$ cat config.mk
export PLATFORM = sky130hd
export DESIGN_NAME = comp_8_flat
export DESIGN_NICKNAME = d
export VERILOG_FILES = /design/src/rtl/comp_8_if.sv /design/src/rtl/comp_8.sv /design/src/flat_wrapper.sv
export SDC_FILE = /design/constraint.sdc
export NUM_CORES = 1
export LEC_CHECK = 0
export ABC_AREA = 0
export BUFFER_PORTS_ARGS = -buffer_cell sky130_fd_sc_hd__buf_2
export CAP_MARGIN = 0
export CORE_AREA = 5 5 42 44
export CTS_CLUSTER_DIAMETER = 50
export DETAILED_ROUTE_END_ITERATION = 10
export DIE_AREA = 0 0 47 49
export PLACE_DENSITY = 0.71
export SYNTH_ARGS = -nofsm -noshare
export SYNTH_HDL_FRONTEND = slang
export SYNTH_SLANG_ARGS = --single-unit
$ cat constraint.sdc
create_clock -name Clk -period 1.15 [get_ports Clk]
set_clock_uncertainty 0.05 [all_clocks]
set_input_delay 0.115 -clock Clk [delete_from_list [all_inputs] [get_ports Clk]]
set_output_delay 0.115 -clock Clk [all_outputs]
set_load 0.01 [all_outputs]
$ cat src/rtl/comp_8_if.sv
// ============================================================================
// Module      : comp_8_if
// Description : Operand/result bundle for the 8-bit magnitude comparator.
//               The master drives A and B and observes Result; the slave
//               (the comparator) samples A and B and drives Result.
// Signals     : A      [7:0]  operand A
//               B      [7:0]  operand B
//               Result [7:0]  registered relation flags
// Revision    : 1.0 - initial release
// ============================================================================
`default_nettype none

interface comp_8_if;
  logic [7:0] A;
  logic [7:0] B;
  logic [7:0] Result;

  modport master (
    output A,
    output B,
    input  Result
  );

  modport slave (
    input  A,
    input  B,
    output Result
  );
endinterface : comp_8_if

`default_nettype wire

$ cat src/rtl/comp_8.sv
// ============================================================================
// Module      : comp_8
// Description : 8-bit magnitude comparator with a registered relation-flag
//               vector. Every flag is derived from the same A/B sample and
//               appears on Result one clock after it was captured.
//                 Result[0] GT_U   A >  B unsigned
//                 Result[1] LT_U   A <  B unsigned
//                 Result[2] EQ     A == B
//                 Result[3] GT_S   A >  B signed  (COMP8_SIGNED_EN, else 0)
//                 Result[4] LT_S   A <  B signed  (COMP8_SIGNED_EN, else 0)
//                 Result[5] GE_U   A >= B unsigned
//                 Result[6] LE_U   A <= B unsigned
//                 Result[7] NE     A != B
// Ports       : Clk    - system clock, rising edge active
//               Reset  - asynchronous, active-high reset (Result -> 8'h00)
//               bus    - comp_8_if.slave (A, B in; Result out)
// Macro       : COMP8_SIGNED_EN - builds the signed GT/LT flags
// Revision    : 1.0 - initial release
// ============================================================================
`default_nettype none

// 4-bit MSB-first comparator slice: each lower bit only matters when every
// bit above it is equal.
module comp_8_slice (
  input  wire logic [3:0] a,
  input  wire logic [3:0] b,
  output logic            gt,
  output logic            lt,
  output logic            eq
);
  logic [3:0] bit_eq;

  assign bit_eq = ~(a ^ b);

  assign gt = (a[3] & ~b[3])
            | (bit_eq[3] & a[2] & ~b[2])
            | (bit_eq[3] & bit_eq[2] & a[1] & ~b[1])
            | (bit_eq[3] & bit_eq[2] & bit_eq[1] & a[0] & ~b[0]);

  assign lt = (~a[3] & b[3])
            | (bit_eq[3] & ~a[2] & b[2])
            | (bit_eq[3] & bit_eq[2] & ~a[1] & b[1])
            | (bit_eq[3] & bit_eq[2] & bit_eq[1] & ~a[0] & b[0]);

  assign eq = &bit_eq;
endmodule : comp_8_slice

module comp_8 (
  input  wire logic Clk,
  input  wire logic Reset,
  comp_8_if.slave   bus
);
  localparam int NUM_SLICES = 2;

  // Index 0 is the low nibble, index 1 the high nibble.
  logic [NUM_SLICES-1:0] slice_gt;
  logic [NUM_SLICES-1:0] slice_lt;
  logic [NUM_SLICES-1:0] slice_eq;

  genvar gi;
  generate
    for (gi = 0; gi < NUM_SLICES; gi++) begin : g_slice
      comp_8_slice u_slice (
        .a  (bus.A[gi*4 +: 4]),
        .b  (bus.B[gi*4 +: 4]),
        .gt (slice_gt[gi]),
        .lt (slice_lt[gi]),
        .eq (slice_eq[gi])
      );
    end
  endgenerate

  // Upper slice decides unless its nibbles are equal.
  logic gt_u;
  logic lt_u;
  logic eq_all;

  assign gt_u   = slice_gt[1] | (slice_eq[1] & slice_gt[0]);
  assign lt_u   = slice_lt[1] | (slice_eq[1] & slice_lt[0]);
  assign eq_all = slice_eq[1] & slice_eq[0];

  logic gt_s;
  logic lt_s;

`ifdef COMP8_SIGNED_EN
  // Differing sign bits: the negative operand (MSB set) is the smaller one.
  // Matching sign bits: two's-complement order equals unsigned order.
  logic sign_diff;
  assign sign_diff = bus.A[7] ^ bus.B[7];
  assign gt_s      = sign_diff ? bus.B[7] : gt_u;
  assign lt_s      = sign_diff ? bus.A[7] : lt_u;
`else
  assign gt_s = 1'b0;
  assign lt_s = 1'b0;
`endif

  logic [7:0] flags;
  assign flags = { ~eq_all,          // [7] NE
                   lt_u | eq_all,    // [6] LE_U
                   gt_u | eq_all,    // [5] GE_U
                   lt_s,             // [4] LT_S
                   gt_s,             // [3] GT_S
                   eq_all,           // [2] EQ
                   lt_u,             // [1] LT_U
                   gt_u };           // [0] GT_U

  always_ff @(posedge Clk or posedge Reset) begin
    if (Reset) begin
      bus.Result <= 8'h00;
    end else begin
      bus.Result <= flags;
    end
  end
endmodule : comp_8

`default_nettype wire

$ cat src/flat_wrapper.sv
// flat-port wrapper written by rule: the top's interface ports become plain ports
module comp_8_flat 
  (Clk, Reset, bus_A, bus_B, bus_Result);
  comp_8_if bus_i ();
  input  wire logic Clk;
  input  wire logic Reset;
  input wire logic [$bits(bus_i.A)-1:0] bus_A;
  input wire logic [$bits(bus_i.B)-1:0] bus_B;
  output wire logic [$bits(bus_i.Result)-1:0] bus_Result;
  assign bus_i.A = bus_A;
  assign bus_i.B = bus_B;
  assign bus_Result = bus_i.Result;
  comp_8 u_core (.Clk(Clk), .Reset(Reset), .bus(bus_i));
endmodule
==> summary.md, run 1 <==
| Metric | Value |
|---|---|
| Async set or reset register ratio after synthesis | 1.00 |
| Drt pass-1 iters | 4 |
| Max Cap Violations | 0 |
| Via density | around 4.8 |
| Status | complete, but fails checks |
| Leading post-synthesis cells by cell area | dfrtp_1 (29%), ha_1 (9.5%), nor2b_1 (9.5%) |
| Layout Nets | 120 |
| CTS max path bufs | 2 |
| Pint | ~520 uW |
| Finished Core Util | 0.620 |
| CP startpoint kind | primary input |
| Final cycle utilization of the critical path | 1.04 |
| Fin. Hold Viols | 0 |
| DP Area | around 800 um^2 |
| Post-DP HPWL | 1020 um |
| PwrDens | 832 mW/mm^2 |
| Die Area | between 0.002 and 0.0025 mm^2 |
| Ys Warns | 0 |
| Critical Path Max Stage Delay | 0.47 ns |
| IO buf count | 23 |
| Most Used Layer, Global Route | met2 |
| Met3 usage | 0.0111 |
| Worst setup EP type | flip-flop |
| Pleak | about 0.00044 uW |
| Top flop regs | u_core.bus.Result: 6 flops |
| RSZ-0062 raised after global routing | yes |
| CTS clk-pin slew, worst paths | 0.04 ns |
| Net switching power figure | slightly above 200 uW |
| GR met2 Demand/Resource | 0.197 |
| FF+latch area | 150 um^2 |
| Design area | roughly 870 um^2 |
| Max reg flops | 6 |
| Drt initial violations | 6 |
| Gr usage total | 0.109 |
| Peak supply drop | roughly 0.00034 V |
| Post-place setup slack | -0.353 ns |
| Drt total wl | about 1200 um |
| Crit Path Class | in -> reg |
| CTS tree | built |
| Top cell type by total area after synthesis | dfrtp_1 |
| Die width | 47 um |
| Unique cell type count in the Yosys netlist | 24 |
| Min Tclk post-route | around 1.2 ns |
| Clock power frac | 0.255 |
| Comb pwr share | 0.422 |
| Synthesized area per cell | around 9.2 um^2 |
| First-pass GRT wire length | approximately 1900 um |
| Seq/Total Area, Yosys | 0.285 |
| FMAX | around 0.84 GHz |
| Most frequent cells after synthesis | nor2b_1 (8), inv_1 (7), dfrtp_1 (6), ha_1 (4), a31o_2 (3) |
| DRT antenna net count | 0 |
| Sw frac | 0.283 |
| Fill cells | between 100 and 150 |
| Crit path max fanout | 2 |
| Seq pwr share | 0.323 |
| Vias in the first global route | between 500 and 600 |
| # clock sinks | 6 |
| GPL Wtd Cong | between 0.7 and 0.8 |
| Worst path slowest cell | or4_1 |
| Layout cells sized above 1 | 0.563 |
| Core Rows | 14 |
| Hold Path Class | in -> reg |
| Largest net degree at the start of global routing | 7 |
| Die height | 49 um |
| Fin Setup TNS | -0.155 ns |
| Cell-by-cell trace of the critical path | buf_8 -> inv_8 -> ha_4 -> nor4b_4 -> nand2_2 -> or4_1 |
| H-tree lvl count | 1 |
| Ant diodes | 0 |
| GRT met1 Usage | 0.115 |
| Final WS setup | -0.0404 ns |
| Root Driver | clkbuf_4 |
| Drt wl/cell | between 10 and 15 um |
| Final Setup Violations | 5 |
| Core Region | 0.00140 mm^2 |
| Effective utilization at floorplan | 0.376 |
| Post-synth EDFFs | 0 |
| Setup crit end | u_core.bus.Result[7] |
| Worst path arrival time | between 1 and 1.5 ns |
| Final Max Tran Viols | 0 |
| Worst Setup SP | bus_B[7] |
| Synth-to-Final Area Change | 64.8% |
| Antenna violations before repair | 0 |
| Register with the most flip-flops | u_core.bus.Result |
| Post-synth top area share | 0.285 |
| Area of the multi-input gates | roughly 400 um^2 |
| Ports | 26 |
| Most frequent cell after synthesis | nor2b_1 |
| Congestion Overflow GR | 0 |
| Ys flop type | dfrtp_1 |
| Synth Register Bits | 6 |
| Number of buffers created by CTS | 3 |
| Worst EP required | roughly 1.2 ns |
| Via Count | between 500 and 600 |
| Cell Area, Synth | about 530 um^2 |
| Min Hold Slack | 0.267 ns |
| Residual DRC | 0 |
| Failing checks | setup timing |
| Post-Syn Instances | between 50 and 60 |
stage by stage:
step	total power, uW	cells
2_1_floorplan	398	58
3_3_place_gp	515	106
3_5_place_dp	523	106
4_1_cts	734	112
5_1_grt	768	112
6_report	723	112
area by class of cell:
class / count / share of cell area
inverter: 7 / 0.0418
timing repair buffer: 37 / 0.282
clock buffer: 3 / 0.0259
sequential: 6 / 0.173
tap: 16 / 0.0231
multi-input combinational: 43 / 0.454
power groups by stage:
stage               combinational [uW]  sequential [uW]  clock (uW)
CTS                                306              234         193
global route                       335              235         198
finish                             305              234         184
detailed placement                 286              237           0
floorplan                          150              248           0
global placement                   279              236           0
placed cells by master, fill, tap and decap left out, drive strengths merged:
master        n
buf          36
maj3          2
a311oi        2
ha            4
nand2         3
nand4         2
nor4b         1
nor2          1
xnor2         2
clkbuf        3
conb          2
xor2          1
nand2b        2
o21ai         2
dlygate4sd3   1
a31o          4
nor4          1
nor2b         8
inv           7
and3b         2
or4           1
dfrtp         6
a221o         2
nand3         1
how the worst min path moves through the flow:
stage / start / end / slack (ns) / cells after the start
2_1_floorplan: Reset / u_core.bus.Result[0] / -0.14 / 1
3_3_place_gp: Reset / u_core.bus.Result[2] / -0.03 / 2
3_5_place_dp: Reset / u_core.bus.Result[2] / -0.02 / 2
4_1_cts: bus_A[0] / u_core.bus.Result[2] / 0.23 / 3
5_1_grt: bus_A[0] / u_core.bus.Result[2] / 0.27 / 3
6_report: bus_B[1] / u_core.bus.Result[7] / 0.27 / 4
critical path: cells and delay by family:
family                   cells  cell delay [ns]
adder cells (fa/ha/maj)      1             0.25
buffers and inverters        2             0.12
AND/OR/NAND/NOR              3             0.77
per-layer routing:
layer	vias up	wire length (um)
met2	14	672
met4	0	0
met1	240	453
met3	0	89
li1	279	-
met5	-	0
cell families after synthesis:
logic type	Yosys count	synth area share
XOR/XNOR	3	0.0499
AND/OR/NAND/NOR	22	0.290
AO/OA/AOI/OAI	10	0.157
buffers and inverters	9	0.0784
flip-flops	6	0.285
adder cells (fa/ha/maj)	6	0.133
other	1	0.00712
what timing repair did:
action | 4_1_cts | 5_1_grt
pin swaps | 6 | 2
gates cloned | 0 | 0
setup endpoints to repair | 5 | 5
setup buffers | 2 | 0
hold buffers | 1 | 0
resized for setup | 7 | 0
endpoints found under the hold margin | 6 | 0
No activity file was read; power rests on OpenSTA's default activity.
==> run 2: changes to the inputs <==
==> constraint.sdc (replaced) <==
create_clock -name Clk -period 1.4 [get_ports Clk]
set_clock_uncertainty 0.05 [all_clocks]
set_input_delay 0.14 -clock Clk [delete_from_list [all_inputs] [get_ports Clk]]
set_output_delay 0.14 -clock Clk [all_outputs]
set_load 0.01 [all_outputs]
==> run 2 against run 1 <==
  * The flow now finishes without violations
  * Combinational power shrank 30%
  * Power down 23%
  * Cell count fell by 3.6%
  * First-iteration DRC count shrank 33%
  * Non-clock buffer count is 4 lower
  * Critical path type unchanged
  * Critical endpoint unchanged
  * Largest cell class unchanged
  * Highest routed layer unchanged
==> summary.md, run 2 (synthesis gave the netlist of run 1 again) <==
| Metric | Value |
|---|---|
| Synth-to-Final Area Change | 50.4% |
| Worst setup EP type | flip-flop |
| Peak supply drop | about 0.00028 V |
| Residual DRC | 0 |
| CTS max path bufs | 2 |
| Critical path depth in cells | 5 |
| Fin. Hold Viols | 0 |
| H-tree lvl count | 1 |
| Pleak | 0.000397 uW |
| CTS tree | built |
| Worst EP required | about 1.5 ns |
| Top delay family on crit path | simple AND/OR/NAND/NOR gates |
| Crit Path Class | in -> reg |
| Die Area | between 0.002 and 0.0025 mm^2 |
| Post-DP HPWL | approximately 1000 um |
| Ports | 26 |
| Ant diodes | 0 |
| Worst path slowest cell | or4_4 |
| Final Setup Violations | 0 |
| Cell-by-cell trace of the critical path | buf_2 -> ha_4 -> nor4b_4 -> nand2_2 -> or4_4 |
| Drt wl/cell | between 10 and 15 um |
| GPL Wtd Cong | 0.761 |
| WHS Path Cells | 3 |
| First-pass GRT wire length | 1870 um |
| Largest net degree at the start of global routing | 8 |
| Register with the most flip-flops | u_core.bus.Result |
| Effective utilization at floorplan | 0.376 |
| Gr usage total | 0.105 |
| Core Region | about 0.0014 mm^2 |
| Die width | 47 um |
| Max Cap Violations | 0 |
| Worst path arrival time | around 1.4 ns |
| Final Max Tran Viols | 0 |
| RSZ-0062 raised after global routing | yes |
| Max reg flops | 6 |
| Congestion Overflow GR | 0 |
| Core Rows | 14 |
| CTS clk-pin slew, worst paths | ~0.04 ns |
| Drt initial violations | 4 |
| Via Count | 534 |
| Critical Path Max Stage Delay | about 0.47 ns |
| Number of buffers created by CTS | 3 |
| Antenna violations before repair | 0 |
| # clock sinks | 6 |
| Layout cells sized above 1 | 0.489 |
| Die height | around 49 um |
| Min Tclk post-route | between 1 and 1.5 ns |
| Crit path max fanout | 6 |
| Finished Core Util | 0.565 |
| Root Driver | clkbuf_4 |
| Hold Path Class | in -> reg |
| Worst Path Buf+Inv | 1 |
| FMAX | between 0.7 and 0.8 GHz |
| PwrDens | between 700 and 800 mW/mm^2 |
| Via density | ~4.9 |
| Vias in the first global route | approximately 480 |
| Layout Nets | about 120 |
| Top flop regs | u_core.bus.Result: 6 flops |
| Fin Setup TNS | 0 ns |
| Status | completed |
| CP startpoint kind | primary input |
| Min Hold Slack | approximately 0.3 ns |
| DRT antenna net count | 0 |
| Drt total wl | around 1200 um |
| Final cycle utilization of the critical path | 0.972 |
| Drt pass-1 iters | 4 |
| Commonest non-fill, non-tap cell in the layout | buf_2 |
| Most frequent cells in the layout | buf_2 (22), buf_4 (9), nor2b_1 (8), inv_1 (6), dfrtp_1 (6) |
| IO buf count | 23 |
run 2: cell count changes in the layout (fill, tap and decap cells not counted), sizes merged:
cell	change
buf	-4
run 2: report_power, final:
| group | internal, uW | total (uW) | switching, uW |
|---|---|---|---|
| registers | 189 | 192 | 2.91 |
| logic | 112 | 213 | 101 |
| clock network | 96.4 | 150 | 54.0 |
| total | 397 | 555 | 158 |
run 2: layer usage:
metal	vias to the layer above	share of wire	global-route usage
li1	269	-	-
met1	250	0.36	0.122
met2	15	0.55	0.179
met3	0	0.091	0.0221
met4	0	0	0.0415
met5	-	0	0
run 2: area by class of cell:
class                   count  area [um^2]
fillers                   149          609
multi-input cells          43          374
repair buffers             33          199
flip-flops and latches      6          150
clock buffers               3         22.5
well taps                  16         20.0
inverters                   7         26.3
run 2: timing repair:
action / 4_1_cts / 5_1_grt
hold endpoints to repair: 6 / 0
resized for setup: 0 / 3
endpoints found under the setup margin: 0 / 2
setup buffers: 0 / 2
hold buffers: 1 / 0
run 2: final timing paths:
kind	startpoint	end
worst max-delay path	bus_A[7]	u_core.bus.Result[7]
worst min-delay path	bus_A[0]	u_core.bus.Result[2]
max in group asynchronous	Reset	u_core.bus.Result[0]
min in group asynchronous	Reset	u_core.bus.Result[6]
run 2: through the flow:
stage / cell area (um^2) / worst slack, ns / total power [uW] / cells
finish: 792 / 0.0394 / 555 / 108
global route: 792 / -0.0228 / 600 / 108
CTS: 761 / 0.0255 / 555 / 106
detailed placement: 728 / -0.226 / 395 / 102
global placement: 728 / -0.209 / 387 / 102
floorplan: 556 / -0.0498 / 313 / 58
==> run 3: changes to the inputs <==
--- a/config.mk
+++ b/config.mk
@@ -9,6 +9,7 @@
 export BUFFER_PORTS_ARGS = -buffer_cell sky130_fd_sc_hd__buf_2
 export CAP_MARGIN = 0
 export CORE_AREA = 5 5 42 44
+export CTS_BUF_LIST = sky130_fd_sc_hd__clkbuf_2
 export CTS_CLUSTER_DIAMETER = 50
 export DETAILED_ROUTE_END_ITERATION = 10
 export DIE_AREA = 0 0 47 49
==> run 3 against run 2 <==
  * Worst setup slack worse by 0.026 ns
  * Via count is the same
  * Power fell by 7.0%
  * Final area shrank 0.95%
  * Cell count unchanged
  * Critical endpoint unchanged
  * Critical path type unchanged
  * Count of clock-buffer cells in the layout did not move
  * Global-route usage unchanged
  * First-iteration DRC count unchanged
  * Clock power decreased by 25%
  * Non-clock buffer count is the same
  * Largest cell class unchanged
  * Hold slack better by 0.027 ns
  * Highest routed layer unchanged
==> summary.md, run 3 (synthesis gave the netlist of run 1 again) <==
| Metric | Value |
|---|---|
| Status | completed |
| Vias in the first global route | approximately 480 |
| Ports | 26 |
| Effective utilization at floorplan | 0.376 |
| CTS max path bufs | 2 |
| CP startpoint kind | primary input |
| Final cycle utilization of the critical path | 0.990 |
| Max Cap Violations | 0 |
| WHS Path Cells | 3 |
| Final Setup Violations | 0 |
| Design area | just under 800 um^2 |
| Peak supply drop | around 0.00028 V |
| Final total power | roughly 520 uW |
| Top flop regs | u_core.bus.Result: 6 flops |
| Congestion Overflow GR | 0 |
| Core Rows | 14 |
| H-tree lvl count | 1 |
| Antenna violations before repair | 0 |
| Gr usage total | 0.105 |
| Clock power frac | 0.217 |
| Die Area | ~0.0023 mm^2 |
| # clock sinks | 6 |
| Worst path arrival time | ~1.4 ns |
| Layout cells sized above 1 | 0.489 |
| Crit path max fanout | 6 |
| DP Area | about 730 um^2 |
| Drt initial violations | 4 |
| Commonest non-fill, non-tap cell in the layout | buf_2 |
| Number of buffers created by CTS | 3 |
| Residual DRC | 0 |
| RSZ-0062 raised after global routing | yes |
| Most frequent cells in the layout | buf_2 (22), buf_4 (9), nor2b_1 (8), inv_1 (6), dfrtp_1 (6) |
| Max reg flops | 6 |
| Hold EP | u_core.bus.Result[2] |
| Placed Cells incl. Taps | ~100 |
| Sw frac | 0.307 |
| Net switching power figure | ~160 uW |
| Hold Path Origin | bus_A[0] |
| Layout Nets | ~120 |
| Fill cells | approximately 150 |
| Largest net degree at the start of global routing | 8 |
| Fin cells | approximately 110 |
| Area of the multi-input gates | roughly 370 um^2 |
| Drt total wl | ~1200 um |
| Min Tclk post-route | 1.39 ns |
| GPL Wtd Cong | roughly 0.76 |
| Drt pass-1 iters | 4 |
| Register with the most flip-flops | u_core.bus.Result |
| Die width | around 47 um |
| First-pass GRT wire length | between 1500 and 2000 um |
| Via Count | 534 |
| Die height | between 40 and 50 um |
| Worst setup EP type | flip-flop |
| FF+latch area | roughly 150 um^2 |
| Core Region | 0.00140 mm^2 |
| CTS tree | built |
| Pleak | approximately 0.00040 uW |
| Via density | around 4.9 |
| Worst EP required | between 1 and 1.5 ns |
| Synth-to-Final Area Change | 48.9% |
| Drt wl/cell | roughly 11 um |
| Comb pwr share | 0.412 |
| FMAX | between 0.7 and 0.8 GHz |
| Root Driver | clkbuf_2 |
| DRT antenna net count | 0 |
| IO buf count | 23 |
| Pint | ~360 uW |
| Seq pwr share | 0.371 |
| Ant diodes | 0 |
| Final Max Tran Viols | 0 |
| CTS clk-pin slew, worst paths | around 0.05 ns |
| Post-DP HPWL | ~1000 um |
| PwrDens | approximately 660 mW/mm^2 |
| Crit Path Class | in -> reg |
| Fin. Hold Viols | 0 |
| Hold Path Class | in -> reg |
==> run 3: worst max-delay path by stage <==
stage	startpoint	end	slack, ns	cells after the start
after CTS	bus_B[7]	u_core.bus.Result[7]	0.006	6
after floorplan	bus_B[7]	u_core.bus.Result[7]	-0.05	5
final	bus_A[7]	u_core.bus.Result[7]	0.01	5
after detailed placement	bus_B[7]	u_core.bus.Result[7]	-0.23	6
after global placement	bus_B[7]	u_core.bus.Result[7]	-0.21	6
after global routing	bus_A[7]	u_core.bus.Result[7]	-0.04	5
==> run 3: critical path, stage by stage <==
cell,delay [ns]
buf_2,0.12
ha_4,0.26
nor4b_4,0.33
nand2_2,0.10
or4_4,0.47
==> run 3: per-layer routing <==
metal  part of all wire  global-route usage
met5                  0                   0
met4                  0              0.0415
met3              0.091              0.0221
met2               0.55               0.179
met1               0.36               0.122
==> run 3: final cells by class <==
| class | instances | share of cell area |
|---|---|---|
| flip-flops and latches | 6 | 0.191 |
| repair buffers | 33 | 0.254 |
| inverters | 7 | 0.0335 |
| well taps | 16 | 0.0255 |
| clock buffers | 3 | 0.0191 |
| multi-input cells | 43 | 0.477 |
==> run 3: what timing repair did <==
action | 4_1_cts | 5_1_grt
resized for setup | 0 | 3
buffers inserted | 0 | 2
hold buffers | 1 | 0
hold endpoints to repair | 6 | 0
endpoints found under the setup margin | 0 | 2
==> run 3: power groups by stage <==
stage / logic, uW / clock network [uW] / registers [uW]
2_1_floorplan: 109 / 0 / 204
6_report: 213 / 112 / 191
3_3_place_gp: 193 / 0 / 194
4_1_cts: 203 / 121 / 191
5_1_grt: 237 / 131 / 193
3_5_place_dp: 200 / 0 / 194
==> run 3: through the flow <==
step / util / hold slack, ns / setup WS, ns / TNS (ns)
after global routing: 0.560 / 0.323 / -0.0367 / -0.0367
final: 0.560 / 0.319 / 0.0137 / 0
after detailed placement: 0.520 / 0.00895 / -0.226 / -0.722
after CTS: 0.538 / 0.299 / 0.00598 / 0
after global placement: 0.520 / -0.00288 / -0.209 / -0.663
after floorplan: - / -0.119 / -0.0498 / -0.0498
